[src/rtl/mult_div_unit.sv]
// mult_div_unit: multicycle multiply/divide unit producing the HI/LO pair for
// the multicycle CPU datapath.
//
// Ports:
//   clk       system clock, rising edge
//   reset     asynchronous active-low reset
//   start     one-cycle request, accepted only in IDLE and not in the done cycle
//   op        00 MULT, 01 MULTU, 10 DIV, 11 DIVU
//   a, b      operands, sampled with an accepted start
//   busy      high from the cycle after an accepted start through the done cycle
//   done      one-cycle completion pulse
//   div_zero  set with done when a divide had b==0, cleared by the next accepted start
//   hi, lo    product halves (multiply) or remainder/quotient (divide)
//   dbg_state current FSM state (IDLE=0, RUN=1, FINISH=2)
//
// Handshake: start is a request with no ready. It takes effect only when the
// unit is idle (busy==0). done marks the single cycle in which new hi/lo/div_zero
// first appear. A start presented while busy==1 is dropped.
//
// Optional feature: define MDU_EARLY_TERM_EN to let a multiply finish as soon
// as the remaining multiplier bits are all zero.
module mult_div_unit #(
  parameter int WIDTH = 32,
  parameter int CNT_W = $clog2(WIDTH + 1)
) (
  input  logic             clk,
  input  logic             reset,
  input  logic             start,
  input  logic [1:0]       op,
  input  logic [WIDTH-1:0] a,
  input  logic [WIDTH-1:0] b,
  output logic             busy,
  output logic             done,
  output logic             div_zero,
  output logic [WIDTH-1:0] hi,
  output logic [WIDTH-1:0] lo,
  output logic [1:0]       dbg_state
);

  typedef enum logic [1:0] {
    S_IDLE   = 2'd0,
    S_RUN    = 2'd1,
    S_FINISH = 2'd2
  } state_t;

  localparam logic [CNT_W-1:0] CNT_INIT = CNT_W'(WIDTH);
  localparam logic [CNT_W-1:0] CNT_ONE  = CNT_W'(1);

  state_t           state_q, state_d;
  logic [CNT_W-1:0] cnt_q, cnt_d;
  logic             is_div_q, is_div_d;
  logic             res_neg_q, res_neg_d;
  logic             dvd_neg_q, dvd_neg_d;
  logic             dz_q, dz_d;
  // mcand: multiplicand or divisor. acc: upper product half or remainder.
  // mpl: multiplier (shifting out as product bits shift in) or quotient.
  logic [WIDTH-1:0] mcand_q, mcand_d;
  logic [WIDTH-1:0] acc_q, acc_d;
  logic [WIDTH-1:0] mpl_q, mpl_d;
  logic [WIDTH-1:0] hi_q, hi_d;
  logic [WIDTH-1:0] lo_q, lo_d;
  logic             done_q, done_d;
  logic             div_zero_q, div_zero_d;

  logic             a_neg, b_neg;
  logic [WIDTH-1:0] a_mag, b_mag;
  logic [WIDTH:0]   mul_sum;
  logic [WIDTH-1:0] mul_acc, mul_mpl;
  logic [WIDTH:0]   div_rem_s;
  logic             div_ge;
  logic [WIDTH-1:0] div_rem, div_quot;
  logic [2*WIDTH-1:0] prod, prod_s;

  always_comb begin
    a_neg = ~op[0] & a[WIDTH-1];
    b_neg = ~op[0] & b[WIDTH-1];
    // Most-negative value negates to itself, which is the correct unsigned magnitude.
    a_mag = a_neg ? -a : a;
    b_mag = b_neg ? -b : b;

    // Shift-add step: the carry out of the add becomes the top bit after the shift.
    mul_sum = {1'b0, acc_q} + {1'b0, (mpl_q[0] ? mcand_q : '0)};
    mul_acc = mul_sum[WIDTH:1];
    mul_mpl = {mul_sum[0], mpl_q[WIDTH-1:1]};

    // Restoring step: the shifted remainder needs one extra bit before compare.
    div_rem_s = {acc_q, mpl_q[WIDTH-1]};
    div_ge    = div_rem_s >= {1'b0, mcand_q};
    div_rem   = div_ge ? (div_rem_s[WIDTH-1:0] - mcand_q) : div_rem_s[WIDTH-1:0];
    div_quot  = {mpl_q[WIDTH-2:0], div_ge};

    prod   = {acc_q, mpl_q};
    prod_s = res_neg_q ? -prod : prod;
  end

`ifdef MDU_EARLY_TERM_EN
  logic [CNT_W-1:0]   et_rest;
  logic [WIDTH-1:0]   et_bit, et_mask;
  logic [2*WIDTH-1:0] et_prod;
  logic               et_hit;

  // After this step, the low (cnt-1) bits of mul_mpl are multiplier bits still
  // to be consumed; if none is set, the rest of the run is pure shifting.
  always_comb begin
    et_rest = cnt_q - CNT_ONE;
    et_bit  = WIDTH'(1) << et_rest;
    et_mask = et_bit - WIDTH'(1);
    et_hit  = ~is_div_q & ((mul_mpl & et_mask) == '0);
    et_prod = {mul_acc, mul_mpl} >> et_rest;
  end
`endif

  always_comb begin
    state_d    = state_q;
    cnt_d      = cnt_q;
    is_div_d   = is_div_q;
    res_neg_d  = res_neg_q;
    dvd_neg_d  = dvd_neg_q;
    dz_d       = dz_q;
    mcand_d    = mcand_q;
    acc_d      = acc_q;
    mpl_d      = mpl_q;
    hi_d       = hi_q;
    lo_d       = lo_q;
    done_d     = 1'b0;
    div_zero_d = div_zero_q;

    unique case (state_q)
      S_IDLE: begin
        // done_q high means FINISH only just ended; its coincident start is dropped.
        if (start && !done_q) begin
          is_div_d   = op[1];
          res_neg_d  = a_neg ^ b_neg;
          dvd_neg_d  = a_neg;
          dz_d       = op[1] && (b == '0);
          div_zero_d = 1'b0;
          acc_d      = '0;
          cnt_d      = CNT_INIT;
          mcand_d    = op[1] ? b_mag : a_mag;
          mpl_d      = op[1] ? a_mag : b_mag;
          state_d    = (op[1] && (b == '0)) ? S_FINISH : S_RUN;
        end
      end
      S_RUN: begin
        cnt_d = cnt_q - CNT_ONE;
        if (is_div_q) begin
          acc_d = div_rem;
          mpl_d = div_quot;
        end else begin
          acc_d = mul_acc;
          mpl_d = mul_mpl;
        end
        if (cnt_q == CNT_ONE) state_d = S_FINISH;
`ifdef MDU_EARLY_TERM_EN
        if (et_hit) begin
          acc_d   = et_prod[2*WIDTH-1:WIDTH];
          mpl_d   = et_prod[WIDTH-1:0];
          cnt_d   = '0;
          state_d = S_FINISH;
        end
`endif
      end
      S_FINISH: begin
        done_d  = 1'b1;
        state_d = S_IDLE;
        if (dz_q) begin
          div_zero_d = 1'b1;
        end else if (is_div_q) begin
          hi_d = dvd_neg_q ? -acc_q : acc_q;
          lo_d = res_neg_q ? -mpl_q : mpl_q;
        end else begin
          hi_d = prod_s[2*WIDTH-1:WIDTH];
          lo_d = prod_s[WIDTH-1:0];
        end
      end
      default: state_d = S_IDLE;
    endcase
  end

  always_ff @(posedge clk or negedge reset) begin
    if (!reset) begin
      state_q    <= S_IDLE;
      cnt_q      <= '0;
      is_div_q   <= 1'b0;
      res_neg_q  <= 1'b0;
      dvd_neg_q  <= 1'b0;
      dz_q       <= 1'b0;
      mcand_q    <= '0;
      acc_q      <= '0;
      mpl_q      <= '0;
      hi_q       <= '0;
      lo_q       <= '0;
      done_q     <= 1'b0;
      div_zero_q <= 1'b0;
    end else begin
      state_q    <= state_d;
      cnt_q      <= cnt_d;
      is_div_q   <= is_div_d;
      res_neg_q  <= res_neg_d;
      dvd_neg_q  <= dvd_neg_d;
      dz_q       <= dz_d;
      mcand_q    <= mcand_d;
      acc_q      <= acc_d;
      mpl_q      <= mpl_d;
      hi_q       <= hi_d;
      lo_q       <= lo_d;
      done_q     <= done_d;
      div_zero_q <= div_zero_d;
    end
  end

  assign busy      = (state_q != S_IDLE) | done_q;
  assign done      = done_q;
  assign div_zero  = div_zero_q;
  assign hi        = hi_q;
  assign lo        = lo_q;
  assign dbg_state = state_q;

endmodule

[config.mk]
export PLATFORM = sky130hd
export DESIGN_NAME = mult_div_unit
export DESIGN_NICKNAME = d
export VERILOG_FILES = /design/src/rtl/mult_div_unit.sv
export SDC_FILE = /design/constraint.sdc
export NUM_CORES = 1
export LEC_CHECK = 0
export ABC_AREA = 1
export BUFFER_PORTS_ARGS = -buffer_cell sky130_fd_sc_hd__buf_4
export CORE_MARGIN = 3
export CORE_UTILIZATION = 45
export CTS_CLUSTER_DIAMETER = 120
export DETAILED_ROUTE_END_ITERATION = 6
export GPL_TIMING_DRIVEN = 0
export SYNTH_ARGS = -nofsm -noshare
export SYNTH_HDL_FRONTEND = slang
export SYNTH_SLANG_ARGS = --single-unit
[constraint.sdc]
create_clock -name clk -period 2.6 [get_ports clk]
set_input_delay 0.52 -clock clk [delete_from_list [all_inputs] [get_ports clk]]
set_output_delay 0.52 -clock clk [all_outputs]
set_load 0.05 [all_outputs]
Yosys cells after proc, flatten, opt, wreduce, memory -nomap -nowiden
Index checks and enable logic that the tools add are counted.
{"block": "op_classes", "n_bitwise": 6, "n_reduce_logical": 13, "n_lt_le_gt_ge": 1, "n_eq_ne": 6, "add_sub_neg": 8, "n_mux": 27}
{"cell": "2-to-1 mux 32 bit", "count": 14}
{"cell": "negator 32 bit", "count": 4}
{"cell": "case mux 32 bit (2 select lines)", "count": 2}
{"cell": "2-to-1 mux 64 bit", "count": 1}
{"cell": "negator 64 bit", "count": 1}
{"cell": "adder 32 x 32 -> 33 bit", "count": 1}
{"cell": ">= comparator 33 x 32 -> 1 bit", "count": 1}
{"cell": "zero test 32 bit", "count": 1}
{"cell": "subtractor 32 bit", "count": 1}
{"cell": "case mux 6 bit (2 select lines)", "count": 1}
{"cell": "AND reduction 2 bit", "count": 4}
{"cell": "== test 6 x 1 -> 1 bit (second input constant)", "count": 1}
{"cell": "2-to-1 mux 2 bit", "count": 3}
{"cell": "2-to-1 mux 6 bit", "count": 1}
{"cell": "!= test 2 bit (second input constant)", "count": 3}
{"cell": "nonzero test 2 bit", "count": 3}
{"cell": "subtractor 6 x 1 -> 6 bit (second input constant)", "count": 1}
{"cell": "case mux 2 bit (2 select lines)", "count": 1}
{"cell": "2-to-1 mux 1 bit", "count": 3}
{"cell": "AND reduction 3 bit", "count": 1}
{"cell": "AND 1 bit", "count": 2}
{"cell": "== test 2 x 1 -> 1 bit (second input constant)", "count": 1}
{"cell": "== test 2 bit (second input constant)", "count": 1}
{"cell": "logical AND 1 bit", "count": 2}
{"cell": "6 further kinds", "count": 7}
{"block": "totals", "wordCells": 74, "in_bits": 69, "output_inout_bits": 69, "register_bits": 174}

Longest topological paths before layout
Gate-level depths: netlist (run 1).
{"block": "depth", "word_depth": 6, "depth_mapped": 20, "ltp_nobuf": 18}

Worst setup path before layout (run 1)
Ideal clock, no wire load.
{"block": "synth_path", "path_type": "register to register", "start": "register mpl_q[0]", "end": "register acc_q[29]", "slack_ps": 45, "required_ps": 2484, "path_buffers": 2, "synth_period_minus_slack_ps": 2555, "setup_time_ps": 116, "stages_incl_launch_ff": 20, "arrival_time_ps": 2439, "cell_sequence": "dfrtp_1 > buf_2 > buf_1 > nand2_1 > inv_1 > ha_1 > inv_1 > fa_1 > nor2_1 > nor2_1 > o21ai_0 > nand2_1 > nand2_1 > nand2_1 > nand3_1 > nand3_1 > nand2_1 > inv_1 > nand2_1 > nand2_1"}
{"block": "synth_between", "elab_chain_len": 4}
{"item": "start, declared", "line_no": "59", "source": "logic [WIDTH-1:0] mpl_q, mpl_d;"}
{"item": "start signal, assigned", "line_no": "204", "source": "mpl_q <= mpl_d;"}
{"item": "2-to-1 mux 32 bit", "line_no": "82", "source": "mul_sum = {1'b0, acc_q} + {1'b0, (mpl_q[0] ? mcand_q : '0)};"}
{"item": "adder 32 x 32 -> 33 bit", "line_no": "82"}
{"item": "2-to-1 mux 32 bit", "line_no": "146", "source": "if (is_div_q) begin"}
{"item": "case mux 32 bit (2 select lines)", "line_no": "128", "source": "unique case (state_q)"}
{"item": "end signal, assigned", "line_no": "189", "source": "acc_q <= '0;"}
{"item": "end signal, assigned", "line_no": "203", "source": "acc_q <= acc_d;"}
{"item": "end, declared", "line_no": "58", "source": "logic [WIDTH-1:0] acc_q, acc_d;"}
Every way passes these cells.
A chain may end at the register's enable or synchronous reset.

Worst setup path after layout (run 1)
{"block": "layout_path", "start": "register mpl_q[0]", "end": "register acc_q[16]"}
The elaborated chain is that of the path after synthesis.

==> results of run 1 <==
-- registers in the layout, summed over array words and instances (netlist names), 2 cells and up --
signal,cells
acc_q,32
hi,32
lo,32
mcand_q,32
mpl_q,32
cnt_q,6
dbg_state,2
-- worst reg2reg max path: stages, from the launching register on --
cell and delay [ns]:
dfrtp_1 0.38, buf_6 0.15, clkbuf_4 0.18, nand2_1 0.07, inv_1 0.09, ha_4 0.31
nand2_1 0.10, nor2_1 0.11, inv_1 0.10, nor3_1 0.30, nand3_1 0.24, nand4_1 0.14
nand3_1 0.11, nand4_1 0.13, nand2_1 0.05
-- synthesized netlist by cell type, drive strengths merged --
cell	instances
nor3	37
a22oi	5
o211ai	25
nor4	4
nor2b	1
a21o	7
nand3b	21
a21boi	1
and3	2
o22ai	1
nand4	50
o2111ai	2
dfrtp	174
xor2	68
o21a	3
a22o	1
inv	432
clkbuf	68
nand2	1067
a21oi	116
nand3	355
and2	5
o221ai	5
buf	31
a31oi	8
o21bai	17
fa	2
ha	70
o21ai	172
or3	1
xnor2	25
a211o	1
clkinv	2
o31ai	5
or2	8
nor2	326
-- timing repair --
item	CTS	global route
resized for setup	53	213
setup buffers	10	25
setup endpoints to repair	33	43
cloned	0	1
endpoints found under the hold margin	47	0
pin swaps	6	24
hold buffers	1	0
-- per-stage QoR --
| step | std cells | setup TNS [ns] | setup WS, ns | utilization (%) | cell area [um2] |
|---|---|---|---|---|---|
| final | 3841 | 0 | 0.0213 | 55.6 | 21800 |
| after global routing | 3841 | -0.194 | -0.0326 | 55.6 | 21800 |
| after CTS | 3815 | -0.0123 | -0.0123 | 52.8 | 20700 |
| after detailed placement | 3773 | -13.79 | -0.858 | 50.6 | 19800 |
| after global placement | 3772 | -12.31 | -0.771 | 50.5 | 19800 |
| after floorplan | 3118 | 0 | 0.0446 | - | 18100 |
-- cells by family after synthesis --
family	share of synthesized area, %
simple gates	43.7
buf+inv	11.3
compound gates	11.4
flops	24.0
xor+xnor	4.49
fa+ha+maj	5.05
-- power groups by stage --
stage               Clock [W]  Combinational (W)  Sequential, W
finish                0.00280             0.0142        0.00440
global route          0.00290             0.0155        0.00440
CTS                   0.00280             0.0119        0.00423
detailed placement          0             0.0115        0.00425
global placement            0             0.0114        0.00424
floorplan                   0            0.00842        0.00370
-- cell type report --
class	count	area, um2
flip-flops and latches	174	4400
repair buffers	174	1330
plain buffers	99	465
well taps	518	648
fillers	4058	17400
inverters	434	1640
multi-input cells	2411	12700
clock buffers	18	429
clock inverters	13	176
-- worst paths after layout --
path                            cells after the start     endpoint  startpoint
worst min register to register                      2        hi[4]       hi[4]
worst min-delay path                                3  mcand_q[31]       a[31]
worst max register to register                     14    acc_q[16]    mpl_q[0]
min in group asynchronous                           2       lo[13]       reset
worst max-delay path                               14    acc_q[16]    mpl_q[0]
max in group asynchronous                           3    acc_q[29]       reset
-- metal layers --
metal / share of wire, % / track usage (%) / routed length [um] / vias up
met5: 0.013 / 0 / 10 / -
met4: 5.8 / 18.4 / 4600 / 2
met3: 9.2 / 6.23 / 7320 / 232
met2: 44 / 57.4 / 34900 / 1215
met1: 41 / 48.1 / 32800 / 10100
li1: - / - / - / 10400
==> results.yml, run 1 <==
status:
  outcome: "complete, but fails checks"
  violations: "design-rule violations"
cts:
  clock_path_buffers: 2
  cts_made_buffers: 17
  cts_tree: "built"
  h-tree-depth: 4
  cts.clk_slew.worst_paths_ns: 0.08
  clkLatencyLatePin_ns: 0.47
  cts.sinks: 174
  clock-root-buffer: "clkbuf_16"
global_route:
  antenna_found_initial: 1
  grt_use_total_pct: 36.3
  grt_pass1_wl_um: 117000
  gr-total-overflow: 0
  grt_pass1_vias: 20200
  grt_max_degree: 118
power_and_ir_drop:
  vdd_drop_max_uv: 725
  p_per_area_nw_per_um2: 979
  p_sw_share_pct: 52.9
  comb_power_share_pct: 66.3
  power_w: 0.0214
  clkPwrFrac_pct: 13.1
  p_switching_w: 0.0113
  internal_power_w: 0.0101
  pwr-share-seq_pct: 20.6
  leakage_nw: 10.9
critical_path:
  crit_arrival_ns: 2.93
  cp_num_buf_inv: 4
  cp_top_family: "simple AND/OR/NAND/NOR gates"
  cp_slowest_cell: "dfrtp_1"
  path_max_fanout: 10
  reg2reg_slack_ns: 0.02
  worstSetupPathType: "flop to flop"
  critPathCaptureType: "flop"
  critical_path_required_ns: 2.95
  cpMostUsedCell: "nand2_1"
  crit_path_cell_trace: "buf_6, clkbuf_4, nand2_1, inv_1, ha_4, nand2_1, nor2_1, inv_1, nor3_1, nand3_1, nand4_1, nand3_1, nand4_1, nand2_1"
  critPathLaunchType: "flop"
  cpPeakStageDelay_ns: 0.38
logic_synthesis:
  syn_nets: 3259
  synth.ff_latch_count: 174
  netlist_instances: 3118
  ys_seq_area_share_pct: 24.0
  synth_cell_types: 53
  postSynthAreaPerCell_um2: 5.81
  synthTopCellsByArea: "dfrtp_1, nand2_1, nand3_1"
  synth_top_area_share_pct: 24.0
  ys.warnings.count: 0
  synth_area_um2: 18100
  yosysTopAreaCell: "dfrtp_1"
cells_and_area:
  layout_common_cells: "nand2_1, inv_1, nand3_1"
  num_antenna_cells: 0
  final_common_cell: "nand2_1"
  fin_nets: 3452
  drive_gt1_share_pct: 14.1
  syn_to_final_growth_pct: 20.3
flow_run:
  cap_violations: 0
route:
  drt_wl_total_um: 79600
  wl_per_cell_um: 20.7
  drc: 1
  ant_nets: 0
  vias: 21900
  vias_per_cell: 5.71
  first_iter_violations: 2451
  first_pass_iters: 7
floorplanning:
  die-area_um2: 42700
  fp.dieW_um: 207
  pin_count: 138
  initial_core_util_pct: 46.3
  num_rows: 72
  core_um2: 39200
  chipHeight_um: 207
sta:
  finalClockSkew_ns: 0.0148
  fmax_ghz: 0.388
  tightestPinTransition_ns: 1.07
  min_period_ns: 2.58
  hold_slack_ns: 0.344
  hold_viol_final: 0
  slew_headroom_pct: 28.8
  setup_violations: 0
  slew_violations: 0
  period_share_pct: 99.2
  rsz0062_at_grt: "true"
place:
  hpwl_um: 65200
  gp_congestion: 1.02
  port-buffer-count: 136
hold_path:
  hold_path_class: "input pin to flop"
(Power assumes the default switching activity.)
==> run 2: changes to the inputs <==
- ABC_AREA: 1 -> not set
- PLACE_DENSITY: not set -> 0.66
==> run 2 against run 1 <==
  * The flow finishes with violations (negative hold slack, negative setup slack)
  * Global-route usage decreased by 3.7 points
  * Wire length decreased by 24%
  * Area after synthesis decreased by 18%
  * Sequential power increased by 25%
  * Largest power group unchanged
==> results.yml, run 2 <==
critical_path:
  cp_num_buf_inv: 3
  cp_slowest_cell: "dfrtp_2"
  crit_path_cell_trace: "clkinv_4, clkbuf_8, nor2_1, ha_1, nand4_1, a211oi_2, o21a_1, o211ai_1, buf_4, a311oi_4, o31a_1, a21oi_2, xor2_1, a311oi_1"
  critPathLaunchType: "flop"
  path_max_fanout: 5
  critPathCaptureType: "flop"
  critical_path_required_ns: 2.95
  cp_top_family: "compound AO/OA/AOI/OAI gates"
  worstSetupPathType: "flop to flop"
  cpPeakStageDelay_ns: 0.46
  crit_arrival_ns: 3.50
sta:
  finalClockSkew_ns: 0.0206
  tns_ns: -15.79
  period_share_pct: 121
  min_period_ns: 3.14
  rsz0062_at_grt: "true"
  hold_viol_final: 1
  hold_slack_ns: -0.00228
  slew_headroom_pct: 34.7
  tightestPinTransition_ns: 0.980
  setup_violations: 61
  fin_ws_ns: -0.544
  slew_violations: 0
  fmax_ghz: 0.318
status:
  violations: "negative hold slack, negative setup slack"
  outcome: "complete, but fails checks"
route:
  first_pass_iters: 6
  drc: 0
  vias_per_cell: 6.27
  wl_per_cell_um: 23.2
  vias: 16300
  drt_wl_total_um: 60300
  ant_nets: 0
  first_iter_violations: 1930
floorplanning:
  chipHeight_um: 187
  die-area_um2: 35000
  initial_core_util_pct: 46.2
  num_rows: 65
  core_um2: 32000
  pin_count: 138
  fp.dieW_um: 187
cts:
  clock-root-buffer: "clkbuf_16"
  h-tree-depth: 4
  cts_made_buffers: 17
  clock_path_buffers: 2
  cts.clk_slew.worst_paths_ns: 0.08
  clkLatencyLatePin_ns: 0.46
  cts.sinks: 174
  cts_tree: "built"
global_route:
  grt_pass1_vias: 15500
  grt_max_degree: 119
  grt_use_total_pct: 32.6
  grt_pass1_wl_um: 90500
  antenna_found_initial: 0
  gr-total-overflow: 0
logic_synthesis:
  synth_area_um2: 14800
  postSynthAreaPerCell_um2: 7.91
  synth_top_area_share_pct: 29.5
  async_flop_share_pct: 100
  synthTopCellsByCount: "nand2_1, o21ai_0, dfrtp_1"
  synth_most_common_cell: "nand2_1"
  yosysTopAreaCell: "dfrtp_1"
  synthTopCellsByArea: "dfrtp_1, o21ai_0, ha_1"
  synth_edf_count: 0
  ys.warnings.count: 0
  ys_seq_area_share_pct: 29.5
  synth_cell_types: 79
  syn_nets: 2010
  ys.flop_type: "dfrtp_1"
  synth.ff_latch_count: 174
  netlist_instances: 1869
cells_and_area:
  num_antenna_cells: 0
  fin_nets: 2299
  fin_util_pct: 62.9
  syn_to_final_growth_pct: 36.1
  drive_gt1_share_pct: 28.9
  layout_common_cells: "buf_4, nand2_1, dfrtp_1"
  fin_cells: 2606
  final_common_cell: "buf_4"
place:
  place_ws_ns: -0.909
  gp_congestion: 0.982
  dp.cells: 2441
  port-buffer-count: 136
  hpwl_um: 43000
power_and_ir_drop:
  p_per_area_nw_per_um2: 1610
  vdd_drop_max_uv: 793
  leakage_nw: 8.49
flow_run:
  cap_violations: 0
hold_path:
  hold_path_class: "input pin to asynchronous set/reset pin"
[run 2: changes by cell type in the layout (fill, tap and decap cells not counted), sizes merged, moves of 27 or more]
cell / delta
nand2: -838
a21o: +39
inv: -372
nor2: -186
o21ai: +34
mux2i: +51
clkbuf: +27
xnor2: +66
a211oi: +45
buf: +97
nand4: -33
nand3: -324
[run 2: cell type report]
cell class / instances / area (um2)
Tap cell: 435 / 544
Inverter: 62 / 240
Timing Repair Buffer: 284 / 2350
Sequential cell: 174 / 4380
Clock buffer: 19 / 443
Buffer: 110 / 556
Fill cell: 2728 / 11900
Multi-Input combinational cell: 1509 / 11400
Clock inverter: 13 / 149
[run 2: path summary, 6_finish.rpt]
path	startpoint	end	slack, ns	depth (start not counted)
max reg2reg	mpl_q[0]	acc_q[26]	-0.54	14
max	mpl_q[0]	acc_q[26]	-0.54	14
min in group clk	op[0]	res_neg_q	0.41	2
min reg2reg	lo[8]	lo[8]	0.48	2
min	reset	mcand_q[3]	-0.002	1
max in group asynchronous	reset	mpl_q[10]	1.60	2
[run 2: layer usage]
layer	wire [um]	track usage (%)
met3	5190	4.46
met1	25500	45.8
met2	26900	51.6
met4	2810	11.3
met5	0	0
[run 2: cells by family (layout without fill, tap and decap cells)]
family | Yosys count | in the layout | synth area share, %
simple gates | 596 | 596 | 19.6
fa+ha+maj | 72 | 72 | 6.20
mux | 54 | 54 | 3.68
flops | 174 | 174 | 29.5
compound gates | 616 | 616 | 26.0
xor+xnor | 171 | 171 | 10.1
buf+inv | 186 | 488 | 4.87
[run 2: metrics by stage]
stage	instance area [um2]	power [W]
3_5_place_dp	16500	0.0235
3_3_place_gp	16500	0.0232
2_1_floorplan	14900	0.0183
5_1_grt	20100	0.0341
6_report	20100	0.0323
4_1_cts	19100	0.0297
[run 2: repair_timing]
| item | in CTS | in global routing |
|---|---|---|
| cloned | 4 | 0 |
| hold endpoints to repair | 0 | 0 |
| buffers inserted | 101 | 44 |
| resized for setup | 283 | 186 |
| hold buffers | 0 | 0 |
| setup endpoints to repair | 111 | 111 |
| pin swaps | 112 | 103 |
[run 2: where the power goes]
group | switching [W] | total, W | internal [W] | leakage [nW]
logic | 0.0140 | 0.0242 | 0.0102 | 6.04
clock network | 0.00129 | 0.00268 | 0.00139 | 0.281
registers | 0.00153 | 0.00550 | 0.00397 | 2.17
total | 0.0168 | 0.0323 | 0.0155 | 8.49
[run 2: worst reg2reg max path: cells and delay by family, from the launching register on]
kind / cells / cell delay, ns
and+or+nand+nor: 2 / 0.21
buffers and inverters: 3 / 0.43
xor gates and xnor gates: 1 / 0.18
AOI/OAI and AO/OA: 7 / 1.42
adders and majority gates: 1 / 0.36
DFF: 1 / 0.46
